File: config.mk
export PLATFORM = sky130hd
export DESIGN_NAME = if_fetch_queue
export DESIGN_NICKNAME = d
export VERILOG_FILES = /design/src/rtl/if_fetch_queue.sv
export SDC_FILE = /design/constraint.sdc
export NUM_CORES = 1
export LEC_CHECK = 0
export ABC_CLOCK_PERIOD_IN_PS = 10500
export BUFFER_PORTS_ARGS = -buffer_cell sky130_fd_sc_hd__buf_2
export CAP_MARGIN = 10
export CORE_UTILIZATION = 50
export CTS_BUF_LIST = sky130_fd_sc_hd__clkbuf_4
export DETAILED_ROUTE_END_ITERATION = 10
export PLACE_DENSITY = 0.84
export SLEW_MARGIN = 20
export SYNTH_ARGS = -nofsm -noshare
export SYNTH_HDL_FRONTEND = slang
export SYNTH_SLANG_ARGS = --single-unit
File: constraint.sdc
create_clock -name clk -period 10.5 [get_ports clk]
set_input_delay 0 -clock clk [delete_from_list [all_inputs] [get_ports clk]]
set_output_delay 0 -clock clk [all_outputs]
set_load 0.05 [all_outputs]
File: src/rtl/if_fetch_queue.sv
// if_fetch_queue: instruction fetch front end with a 2-entry decode queue.
// Issues one imem read per cycle while the queue has room. Read data comes
// back one cycle after the request. Each response is queued with the PC
// that fetched it.
// Optional feature macro: FETCH_MISALIGN_CHECK_EN. When it is defined, a
// fetch from a PC that is not word aligned is flagged on id_excp, and its
// instruction is replaced with a nop (32'h0000_0013).
module if_fetch_queue (
   input  logic        clk,
   input  logic        rst,
   input  logic [31:0] pc,
   output logic        pc_en,
   input  logic        flush,
   output logic        imem_req,
   output logic [31:0] imem_addr,
   input  logic [31:0] imem_rdata,
   output logic        id_valid,
   input  logic        id_ready,
   output logic [31:0] id_pc,
   output logic [31:0] id_inst,
   output logic        id_excp
);

   logic [31:0] q_pc   [2];
   logic [31:0] q_inst [2];
   logic [1:0]  count;
   logic        wptr;
   logic        rptr;
   logic        inflight;
   logic        inflight_kill;
   logic [31:0] inflight_pc;

   logic        pop;
   logic        push;
   logic        push_excp;
   logic [31:0] push_inst;
   logic [2:0]  occupancy;

   assign id_valid  = (count != 2'd0) & ~rst;
   assign pop       = id_valid & id_ready;
   assign imem_addr = pc;

   // Count the queued entries plus the one in flight, less the entry that
   // decode takes this cycle. A new request is issued only if the result
   // is below the depth, so the queue cannot overflow.
   always_comb begin
      occupancy = {1'b0, count} + {2'b00, inflight} - {2'b00, pop};
      imem_req  = (occupancy < 3'd2) & ~flush & ~rst;
      pc_en     = imem_req | (flush & ~rst);
      push      = inflight & ~inflight_kill & ~flush;
   end

`ifdef FETCH_MISALIGN_CHECK_EN
   logic [1:0] q_excp;

   assign push_excp = (inflight_pc[1:0] != 2'b00);
   assign push_inst = push_excp ? 32'h0000_0013 : imem_rdata;
   assign id_excp   = id_valid & q_excp[rptr];

   // Misalignment flag storage; it is written together with the data entry.
   always_ff @(posedge clk) begin
      if (push && !rst)
         q_excp[wptr] <= push_excp;
   end
`else
   assign push_excp = 1'b0;
   assign push_inst = imem_rdata;
   assign id_excp   = push_excp;
`endif

   assign id_pc   = id_valid ? q_pc[rptr]   : 32'h0;
   assign id_inst = id_valid ? q_inst[rptr] : 32'h0;

   // Track the outstanding read. A flush while it is in flight marks it
   // as killed.
   always_ff @(posedge clk) begin
      if (rst) begin
         inflight      <= 1'b0;
         inflight_kill <= 1'b0;
         inflight_pc   <= 32'h0;
      end else if (imem_req) begin
         inflight      <= 1'b1;
         inflight_kill <= 1'b0;
         inflight_pc   <= pc;
      end else begin
         inflight      <= 1'b0;
         inflight_kill <= flush & inflight;
      end
   end

   // Queue occupancy and pointers. A flush empties the queue and overrides
   // any pop in the same cycle.
   always_ff @(posedge clk) begin
      if (rst || flush) begin
         count <= 2'd0;
         wptr  <= 1'b0;
         rptr  <= 1'b0;
      end else begin
         if (push)
            wptr <= ~wptr;
         if (pop)
            rptr <= ~rptr;
         count <= count + {1'b0, push} - {1'b0, pop};
      end
   end

   // Entry storage. It has no reset because entries are only read while
   // count shows they are valid.
   always_ff @(posedge clk) begin
      if (push && !rst) begin
         q_pc[wptr]   <= inflight_pc;
         q_inst[wptr] <= push_inst;
      end
   end

   // The request credit makes a push into a full queue without a pop
   // impossible.
   a_no_overflow: assert property (@(posedge clk) disable iff (rst)
      !(push && count == 2'd2 && !pop));

endmodule

# After elaboration in Yosys (flattened, before gate mapping)
# Memory sizes are Yosys's and may differ from the RTL's. A register that Yosys moved wholly into a read port is not among the register bits.
# Cells that the tools add are included.
# classes
order_cmp	1
bitwise_logic	14
addsub	4
muxes	9
n_reduce_logical	5
# op_table
operator	count
32-bit 2-to-1 mux	2
1-bit AND	8
1-bit 2-to-1 mux	7
1-bit inverter	5
2-bit by 1-bit adder with 3-bit output	1
3-bit by 2-bit < comparator with 1-bit output (second input constant)	1
3-bit by 1-bit subtractor with 3-bit output	1
2-bit by 1-bit adder with 2-bit output	1
2-bit nonzero test	1
2-bit OR reduction	1
2-bit by 1-bit subtractor with 2-bit output	1
1-bit logical AND	1
1-bit zero test	1
1-bit logical OR	1
1-bit bitwise OR	1
# word_totals
memories	2
word_cells	41
ramBits	128
reg_bits	38
output_inout_bits	100
# memory_table
name	depth	width	read_ports	rd_clocked_by_memory_dff	wr	line_no	text
q_inst	2	32	1	1	1	25	logic [31:0] q_inst [2];
q_pc	2	32	1	1	1	24	logic [31:0] q_pc [2];

# Longest topological paths before layout
# Gate-level depths: netlist of run 1.
# logic_depth
word_depth	8
depth_mapped	12

# Worst setup path before layout of run 1
# Ideal clock, no wire load.
# synth_timing
path_type	register -> register
start	register wptr
end	memory q_inst[0][0], enable pin
path_slack_ns	3.310
required_ns	9.856
synth_period_minus_slack_ns	7.190
arrival_ns	6.545
path_stages_with_launch	2
cell_sequence	dfxtp_1 > nor4_1
# synth_lines
element	line_no	text
start: declaration	27	logic wptr;
start signal: assignment	100	wptr <= ~wptr;
end: declaration	25	
# Straight into the memory's write port.

# Final worst setup path of run 1
# layout_timing
start	register count[1]
end	output pc_en
# layout_via
elab_chain_len	8
elab_cells_between_ends	9
classes_between	add/sub: 2; order compare: 1; bitwise: 5; reduce/logical: 1
# layout_rtl
element	line_no	text
start: declaration	26	logic [1:0] count;
start signal: assignment	103	count <= count + {1'b0, push} - {1'b0, pop};
2-bit nonzero test	39	assign id_valid = (count != 2'd0) & ~rst;
1-bit AND	39	
1-bit AND	40	assign pop = id_valid & id_ready;
net pop	33	logic pop;
3-bit by 1-bit subtractor with 3-bit output	47	occupancy = {1'b0, count} + {2'b00, inflight} - {2'b00, pop};
3-bit by 2-bit < comparator with 1-bit output	48	imem_req = (occupancy < 3'd2) & ~flush & ~rst;
1-bit AND (2 in series)	48	
1-bit bitwise OR	49	pc_en = imem_req | (flush & ~rst);
end: declaration	12	output logic pc_en,
# The timed path passes the listed nets, and every way through them passes these cells.

==> flow_metrics.env, run 1 <==
export IMPL_synth_cell_types=28
export IMPL_hpwlAfterDp_um=7200
export IMPL_ctsLongestPathBuffers=2
export IMPL_via_total_after_detailed_routing=3934
export IMPL_startpoint="count[1]"
export IMPL_tns_ns=0
export IMPL_final_nets=694
export IMPL_path_clk_slew_ns=0.14
export IMPL_slew_headroom_pct=41.6
export IMPL_clock_tree_from_tritoncts="done"
export IMPL_die_y_um=115
export IMPL_global_route_wire_length_before_repair_um=18600
export IMPL_finalHoldViolations=0
export IMPL_post_synth_design_cell_area_mm2=0.00643
export IMPL_clock_tree_htree_level_count=4
export IMPL_n_antenna_cell=0
export IMPL_timing_critical_path_fanout_max=65
export IMPL_syn_num_nets=489
export IMPL_skew_ns=0.0155
export IMPL_vias_per_cell=4.87
export IMPL_worst_slew_pin_transition_ns=0.877
export IMPL_ys_seq_area_share_pct=71.9
export IMPL_grt_usage_pct=18.9
export IMPL_synthesis_warning_total=0
export IMPL_cp_data_required_time_ns=10.50
export IMPL_grt_pass1_vias=3887
export IMPL_clock_fmax_ghz=0.233
export IMPL_power_total_mw=1.20
export IMPL_synthesis_instances=417
export IMPL_finalWirelength_um=12400
export IMPL_fillCellCount=922
export IMPL_global_route_congestion_overflow_total=0
export IMPL_placer_congestion=0.771
export IMPL_critPathLaunchType="flip-flop"
export IMPL_max_vdd_ir_drop_uv=77.3
export IMPL_clock_tree_root_cell="sky130_fd_sc_hd__clkbuf_4"
export IMPL_initial_core_util_pct=51.1
export IMPL_postSynthAreaPerCell_um2=15.4
export IMPL_final_layout_size_suffix_gt1_share_pct=34.6
export IMPL_cts_buffers=17
export IMPL_antenna_violations_before_repair=0
export IMPL_clock_latency_ns=0.52
export IMPL_layout_area_seq_mm2=0.00463
export IMPL_multi_input_comb_area_mm2=0.00142
export IMPL_layoutNonFillerInstCount=807
export IMPL_end_kind="output pin"
export IMPL_drt_iter0_drc=311
export IMPL_route_detailed_drc=0
export IMPL_grt_start_max_net_pins=66
export IMPL_worst_hold_startpoint="imem_rdata[5]"
export IMPL_design_portCount=168
export IMPL_cts_sinks=167
export IMPL_io_buffer_count=166
export IMPL_route_antenna_remaining_nets=0
export IMPL_worst_ep_arrival_time_ns=4.29
export IMPL_min_delay_path_class="in2reg"
export IMPL_die_area_mm2=0.0133
export IMPL_cellPowerDensity_mw_per_mm2=147
export IMPL_fin_max_slew_vios=0
export IMPL_p_leak_nw=3.17
export IMPL_std_cell_rows=41
export IMPL_worstSetupPathType="reg2out"
export IMPL_ys_seq_elements=167
export IMPL_setup_viol=0
export IMPL_max_cap_viol_count=0
export IMPL_r2r_cells=10
export IMPL_min_path_cells=2
export IMPL_final_hold_worst_slack_ns=0.185
export IMPL_wl_per_cell_um=15.4
export IMPL_finalCritPeriodShare_pct=40.9
export IMPL_post_layout_min_period_ns=4.29
export IMPL_place_detailed_instances=706
export IMPL_run_status="complete, no violations"
export IMPL_finalCoreUtilization_pct=64.7
export IMPL_layout_area_overhead_vs_synth_pct=26.6
export IMPL_core_area_mm2=0.0126
export IMPL_drt_first_pass_iters=4
export IMPL_r2r_start="count[1]"
export IMPL_cts_repair_resized=0
export IMPL_die_width_um=115
export IMPL_grt_setup_unrepaired="no"
-- final timing paths --
path,end,slack (ns)
max,pc_en,6.21
min,q_inst[1][5],0.18
min reg2reg,q_pc[1][24],0.46
max reg2reg,inflight_pc[15],6.84
-- cell type report --
cell class	instances	share of cell area (%)
Multi-Input combinational cell	190	17.5
Clock inverter	14	1.66
Timing Repair Buffer	240	19.4
Inverter	6	0.277
Clock buffer	18	1.66
Tap cell	172	2.65
Sequential cell	167	56.9
-- Yosys cell counts --
| master | number | area share [%] |
|---|---|---|
| sky130_fd_sc_hd__nor4_1 | 1 | 0.097 |
| sky130_fd_sc_hd__buf_6 | 4 | 0.70 |
| sky130_fd_sc_hd__nor2_1 | 69 | 4.0 |
| sky130_fd_sc_hd__nand2_1 | 1 | 0.058 |
| sky130_fd_sc_hd__a21o_2 | 1 | 0.14 |
| sky130_fd_sc_hd__xor2_1 | 3 | 0.41 |
| sky130_fd_sc_hd__and3_1 | 1 | 0.097 |
| sky130_fd_sc_hd__or2_1 | 1 | 0.097 |
| sky130_fd_sc_hd__fa_1 | 1 | 0.31 |
| sky130_fd_sc_hd__o21ai_0 | 2 | 0.16 |
| sky130_fd_sc_hd__conb_1 | 1 | 0.058 |
| sky130_fd_sc_hd__dfxtp_1 | 39 | 12 |
| sky130_fd_sc_hd__mux2i_1 | 64 | 10 |
| sky130_fd_sc_hd__clkbuf_1 | 2 | 0.12 |
| sky130_fd_sc_hd__nor2b_1 | 1 | 0.097 |
| sky130_fd_sc_hd__o31a_2 | 1 | 0.16 |
| sky130_fd_sc_hd__ha_1 | 3 | 0.58 |
| sky130_fd_sc_hd__nor3_4 | 1 | 0.25 |
| sky130_fd_sc_hd__and2_1 | 2 | 0.19 |
| sky130_fd_sc_hd__xnor2_1 | 2 | 0.27 |
| sky130_fd_sc_hd__nand2b_1 | 1 | 0.097 |
| sky130_fd_sc_hd__nor3_1 | 2 | 0.16 |
| sky130_fd_sc_hd__a22o_2 | 12 | 1.9 |
| sky130_fd_sc_hd__buf_2 | 14 | 1.1 |
| sky130_fd_sc_hd__inv_1 | 6 | 0.35 |
| sky130_fd_sc_hd__edfxtp_1 | 128 | 60 |
| sky130_fd_sc_hd__buf_4 | 34 | 4.0 |
| sky130_fd_sc_hd__a22o_1 | 20 | 2.7 |
-- per-layer routing --
metal / wire length [µm] / global-route usage (%) / vias up
li1: - / - / 1902
met1: 5140 / 22.0 / 1877
met2: 6420 / 33.4 / 142
met3: 776 / 5.11 / 13
met4: 97 / 6.67 / 0
met5: 0 / 0 / -
-- cells in the final DEF, fill, tap and decap left out, types with 2 or more instances in the layout --
cell / count
sky130_fd_sc_hd__clkinvlp_4: 3
sky130_fd_sc_hd__clkinv_2: 3
sky130_fd_sc_hd__inv_1: 6
sky130_fd_sc_hd__nor3_1: 2
sky130_fd_sc_hd__a22o_1: 20
sky130_fd_sc_hd__dfxtp_1: 38
sky130_fd_sc_hd__xor2_1: 3
sky130_fd_sc_hd__bufinv_16: 2
sky130_fd_sc_hd__dlygate4sd3_1: 68
sky130_fd_sc_hd__xnor2_1: 2
sky130_fd_sc_hd__nor2_1: 69
sky130_fd_sc_hd__a22o_2: 12
sky130_fd_sc_hd__clkbuf_4: 18
sky130_fd_sc_hd__edfxtp_1: 128
sky130_fd_sc_hd__mux2i_1: 64
sky130_fd_sc_hd__buf_2: 166
sky130_fd_sc_hd__and2_1: 2
sky130_fd_sc_hd__clkinv_4: 2
sky130_fd_sc_hd__buf_4: 5
sky130_fd_sc_hd__ha_1: 3
sky130_fd_sc_hd__clkinv_1: 3
-- sequential cells by signal (all words and copies together) (netlist names), named ones only --
name	cells
inflight	1
inflight_pc	32
rptr	1
wptr	1
q_inst	64
count	2
q_pc	64
inflight_kill	1
-- through the flow --
stage | instance area [µm²] | setup WS, ns
floorplan | 6430 | 3.31
global placement | 7160 | 6.91
detailed placement | 7160 | 6.74
CTS | 8110 | 6.10
global route | 8130 | 5.84
finish | 8130 | 6.21
-- cell families after synthesis --
logic type | Yosys count | synth area share, %
xor+xnor | 5 | 0.681
simple gates | 80 | 5.18
fa+ha+maj | 4 | 0.896
buf+inv | 60 | 6.23
other cells | 1 | 0.0583
mux | 64 | 9.97
flops | 167 | 71.9
compound gates | 36 | 5.04
-- critical path, stage by stage (launching register included) --
cell and delay (ns):
sky130_fd_sc_hd__dfxtp_1 0.42, sky130_fd_sc_hd__o21ai_4 0.17, sky130_fd_sc_hd__buf_4 0.56, sky130_fd_sc_hd__inv_1 0.16, sky130_fd_sc_hd__and2_1 0.23, sky130_fd_sc_hd__ha_1 0.26, sky130_fd_sc_hd__nand2b_1 0.15, sky130_fd_sc_hd__fa_1 0.48
sky130_fd_sc_hd__inv_1 0.08, sky130_fd_sc_hd__nor3_4 0.48, sky130_fd_sc_hd__buf_4 0.37, sky130_fd_sc_hd__a21o_2 0.13, sky130_fd_sc_hd__buf_2 0.25
-- report_power, final --
part,switching [mW],total [mW],internal (mW)
Sequential,0.00856,0.734,0.726
Combinational,0.0670,0.111,0.0444
Clock,0.209,0.351,0.142
Total,0.285,1.20,0.912
-- what timing repair did --
item,CTS,global route
setup buffers,0,0
hold buffers,68,0
hold endpoints to repair,103,0
endpoints found under the setup margin,0,0
Note: power is estimated with default switching activity, not from simulation.
==> run 2: changes to the inputs <==
--- a/config.mk
+++ b/config.mk
@@ -5,13 +5,14 @@
 export SDC_FILE = /design/constraint.sdc
 export NUM_CORES = 1
 export LEC_CHECK = 0
-export ABC_CLOCK_PERIOD_IN_PS = 10500
+export ABC_AREA = 1
+export ABC_CLOCK_PERIOD_IN_PS = 3800
 export BUFFER_PORTS_ARGS = -buffer_cell sky130_fd_sc_hd__buf_2
 export CAP_MARGIN = 10
 export CORE_UTILIZATION = 50
 export CTS_BUF_LIST = sky130_fd_sc_hd__clkbuf_4
 export DETAILED_ROUTE_END_ITERATION = 10
-export PLACE_DENSITY = 0.84
+export PLACE_DENSITY = 0.86
 export SLEW_MARGIN = 20
 export SYNTH_ARGS = -nofsm -noshare
 export SYNTH_HDL_FRONTEND = slang
==> constraint.sdc (replaced) <==
create_clock -name clk -period 3.8 [get_ports clk]
set_input_delay 0 -clock clk [delete_from_list [all_inputs] [get_ports clk]]
set_output_delay 0 -clock clk [all_outputs]
set_load 0.05 [all_outputs]
==> flow_metrics.env, run 2 <==
export IMPL_run_status="complete, no violations"
export IMPL_yosysMostFrequentCell="sky130_fd_sc_hd__nand2_1"
export IMPL_global_route_wire_length_before_repair_um=24300
export IMPL_cts_sinks=167
export IMPL_grt_start_max_net_pins=129
export IMPL_place_worst_setup_slack_ns=0.822
export IMPL_via_total_after_detailed_routing=5426
export IMPL_io_buffer_count=166
export IMPL_placedInstanceArea_mm2=0.00784
export IMPL_worst_slew_pin_transition_ns=0.768
export IMPL_place_detailed_instances=993
export IMPL_skew_ns=0.0159
export IMPL_die_area_mm2=0.0148
export IMPL_layoutNonFillerInstCount=1113
export IMPL_max_vdd_ir_drop_uv=300
export IMPL_placer_congestion=0.802
export IMPL_finalHoldViolations=0
export IMPL_initial_core_util_pct=51.4
export IMPL_reg2reg_setup_slack_ns=0.19
export IMPL_worst_ep_arrival_time_ns=4.06
export IMPL_synthesis_instances=710
export IMPL_route_detailed_drc=0
export IMPL_layout_area_overhead_vs_synth_pct=26.1
export IMPL_max_cap_viol_count=0
export IMPL_layout_commonest_cell="sky130_fd_sc_hd__nand2_1"
export IMPL_synthesis_warning_total=0
export IMPL_netlist_top_cells_area="sky130_fd_sc_hd__edfxtp_1, sky130_fd_sc_hd__dfxtp_1, sky130_fd_sc_hd__nand2_1, sky130_fd_sc_hd__inv_1, sky130_fd_sc_hd__buf_4"
export IMPL_clock_tree_from_tritoncts="done"
export IMPL_final_nets=992
export IMPL_netlist_top_cell_by_area="sky130_fd_sc_hd__edfxtp_1"
export IMPL_antenna_violations_before_repair=0
export IMPL_ctsLongestPathBuffers=2
export IMPL_setup_viol=0
export IMPL_end_kind="flip-flop"
export IMPL_critPathLaunchType="flip-flop"
export IMPL_grt_pass1_vias=5181
export IMPL_syn_num_nets=782
export IMPL_timing_critical_path_fanout_max=32
export IMPL_min_delay_path_class="in2reg"
export IMPL_design_portCount=168
export IMPL_cp_data_required_time_ns=4.25
export IMPL_hpwlAfterDp_um=8540
export IMPL_portion_of_synthesized_cell_area_occupied_by_the_leading_cell_type_pct=53.7
export IMPL_layout_common_cells="sky130_fd_sc_hd__nand2_1, sky130_fd_sc_hd__buf_2, sky130_fd_sc_hd__inv_1"
export IMPL_final_layout_size_suffix_gt1_share_pct=23.2
export IMPL_synth_async_reset_ratio_pct=0
export IMPL_post_layout_min_period_ns=3.61
export IMPL_cts_buffers=17
export IMPL_worstSetupPathType="reg2reg"
export IMPL_ys_seq_area_share_pct=64.6
export IMPL_synth_cell_types=24
export IMPL_ys_seq_elements=167
export IMPL_route_antenna_remaining_nets=0
export IMPL_core_area_mm2=0.0139
export IMPL_dominantRegCellSynth="sky130_fd_sc_hd__edfxtp_1"
export IMPL_final_hold_worst_slack_ns=0.164
export IMPL_std_cell_rows=43
export IMPL_finalWirelength_um=15400
export IMPL_post_synth_edffs=128
export IMPL_postSynthAreaPerCell_um2=10.1
export IMPL_vias_per_cell=4.88
export IMPL_cellPowerDensity_mw_per_mm2=374
export IMPL_postLayoutSetupSlackWorst_ns=0.190
export IMPL_fin_max_slew_vios=0
export IMPL_drt_first_pass_iters=5
export IMPL_global_route_congestion_overflow_total=0
export IMPL_post_synth_design_cell_area_mm2=0.00716
export IMPL_finalCritPeriodShare_pct=95.0
export IMPL_largest_registers="q_inst x64, q_pc x64, inflight_pc x32"
export IMPL_final_cell_area_mm2=0.00903
export IMPL_synth_top_cells_by_count="sky130_fd_sc_hd__nand2_1, sky130_fd_sc_hd__inv_1, sky130_fd_sc_hd__edfxtp_1, sky130_fd_sc_hd__o21ai_0, sky130_fd_sc_hd__buf_4"
export IMPL_clock_latency_ns=0.55
export IMPL_die_width_um=122
export IMPL_clock_fmax_ghz=0.277
export IMPL_clock_tree_htree_level_count=4
export IMPL_clock_tree_root_cell="sky130_fd_sc_hd__clkbuf_4"
export IMPL_drt_iter0_drc=316
export IMPL_p_leak_nw=4.38
export IMPL_grt_usage_pct=21.6
export IMPL_die_y_um=122
export IMPL_slew_headroom_pct=48.8
export IMPL_n_antenna_cell=0
export IMPL_path_clk_slew_ns=0.14
export IMPL_wl_per_cell_um=13.9
## run 2: cell types whose count changed after synthesis, moves of 34 or more
cell                      delta
sky130_fd_sc_hd__mux2i_1    -64
sky130_fd_sc_hd__inv_1     +135
sky130_fd_sc_hd__o21ai_0    +54
sky130_fd_sc_hd__nand2_1   +171
sky130_fd_sc_hd__nor2_1     -59
sky130_fd_sc_hd__nand3_1    +34
## run 2: metrics by stage
stage	total power [mW]	utilization, %	TNS, ns
after global placement	2.32	56.3	0
final	3.38	64.8	0
after CTS	3.39	64.5	0
after floorplan	2.27	-	0
after detailed placement	2.33	56.3	0
after global routing	3.51	64.8	-0.0195
## run 2: power breakdown
| group | switching (mW) | total [mW] | internal, mW | leakage, nW |
|---|---|---|---|---|
| combinational | 0.213 | 0.342 | 0.129 | 2.73 |
| sequential | 0.0228 | 2.03 | 2.00 | 1.51 |
| clock | 0.617 | 1.01 | 0.390 | 0.140 |
## run 2: cells by family (layout without fill, tap and decap cells)
logic type,after synthesis,count (layout),synth area share (%)
fa+ha+maj,4,4,0.804
other cells,1,1,0.0524
flops,167,167,64.6
simple gates,254,254,15.3
buf+inv,215,438,14.4
compound gates,69,69,4.87
## run 2: worst paths after layout
kind                                     start         endpoint  cells after the start
worst max register to register        count[1]  inflight_pc[17]                     14
worst min-delay path             imem_rdata[1]     q_inst[0][1]                      2
worst max-delay path                  count[1]  inflight_pc[17]                     14
worst min register to register  inflight_pc[5]       q_pc[0][5]                      0
## run 2: layout make-up
type	count	area [µm²]
tap	180	225
multi-input combinational	328	1540
fill	1058	4910
sequential	167	4630
timing repair buffer	262	1810
clock inverter	15	151
inverter	144	541
clock buffer	17	128
## run 2: repair_timing
item                                   4_1_cts  5_1_grt
endpoints found under the hold margin      113        0
hold buffers                                87        0
gates resized for setup                      0        4
setup buffers                                0        0
setup endpoints to repair                    0        9
## run 2: critical path: stages, from the launching register on
cell and delay (ns):
sky130_fd_sc_hd__dfxtp_2 0.41, sky130_fd_sc_hd__inv_2 0.08, sky130_fd_sc_hd__nand2_1 0.08, sky130_fd_sc_hd__nand3_1 0.09, sky130_fd_sc_hd__inv_1 0.11, sky130_fd_sc_hd__ha_1 0.24, sky130_fd_sc_hd__or2_2 0.31, sky130_fd_sc_hd__fa_1 0.40
sky130_fd_sc_hd__inv_1 0.10, sky130_fd_sc_hd__nand2_1 0.12, sky130_fd_sc_hd__buf_6 0.22, sky130_fd_sc_hd__nand4_1 0.14, sky130_fd_sc_hd__dlygate4sd3_1 0.57, sky130_fd_sc_hd__nand2_1 0.06, sky130_fd_sc_hd__dlygate4sd3_1 0.56
## run 2: layer usage
metal,track usage [%],part of all wire (%)
met5,0,0
met4,8.41,1.8
met3,5.24,6.0
met2,39.2,52
met1,24.2,40
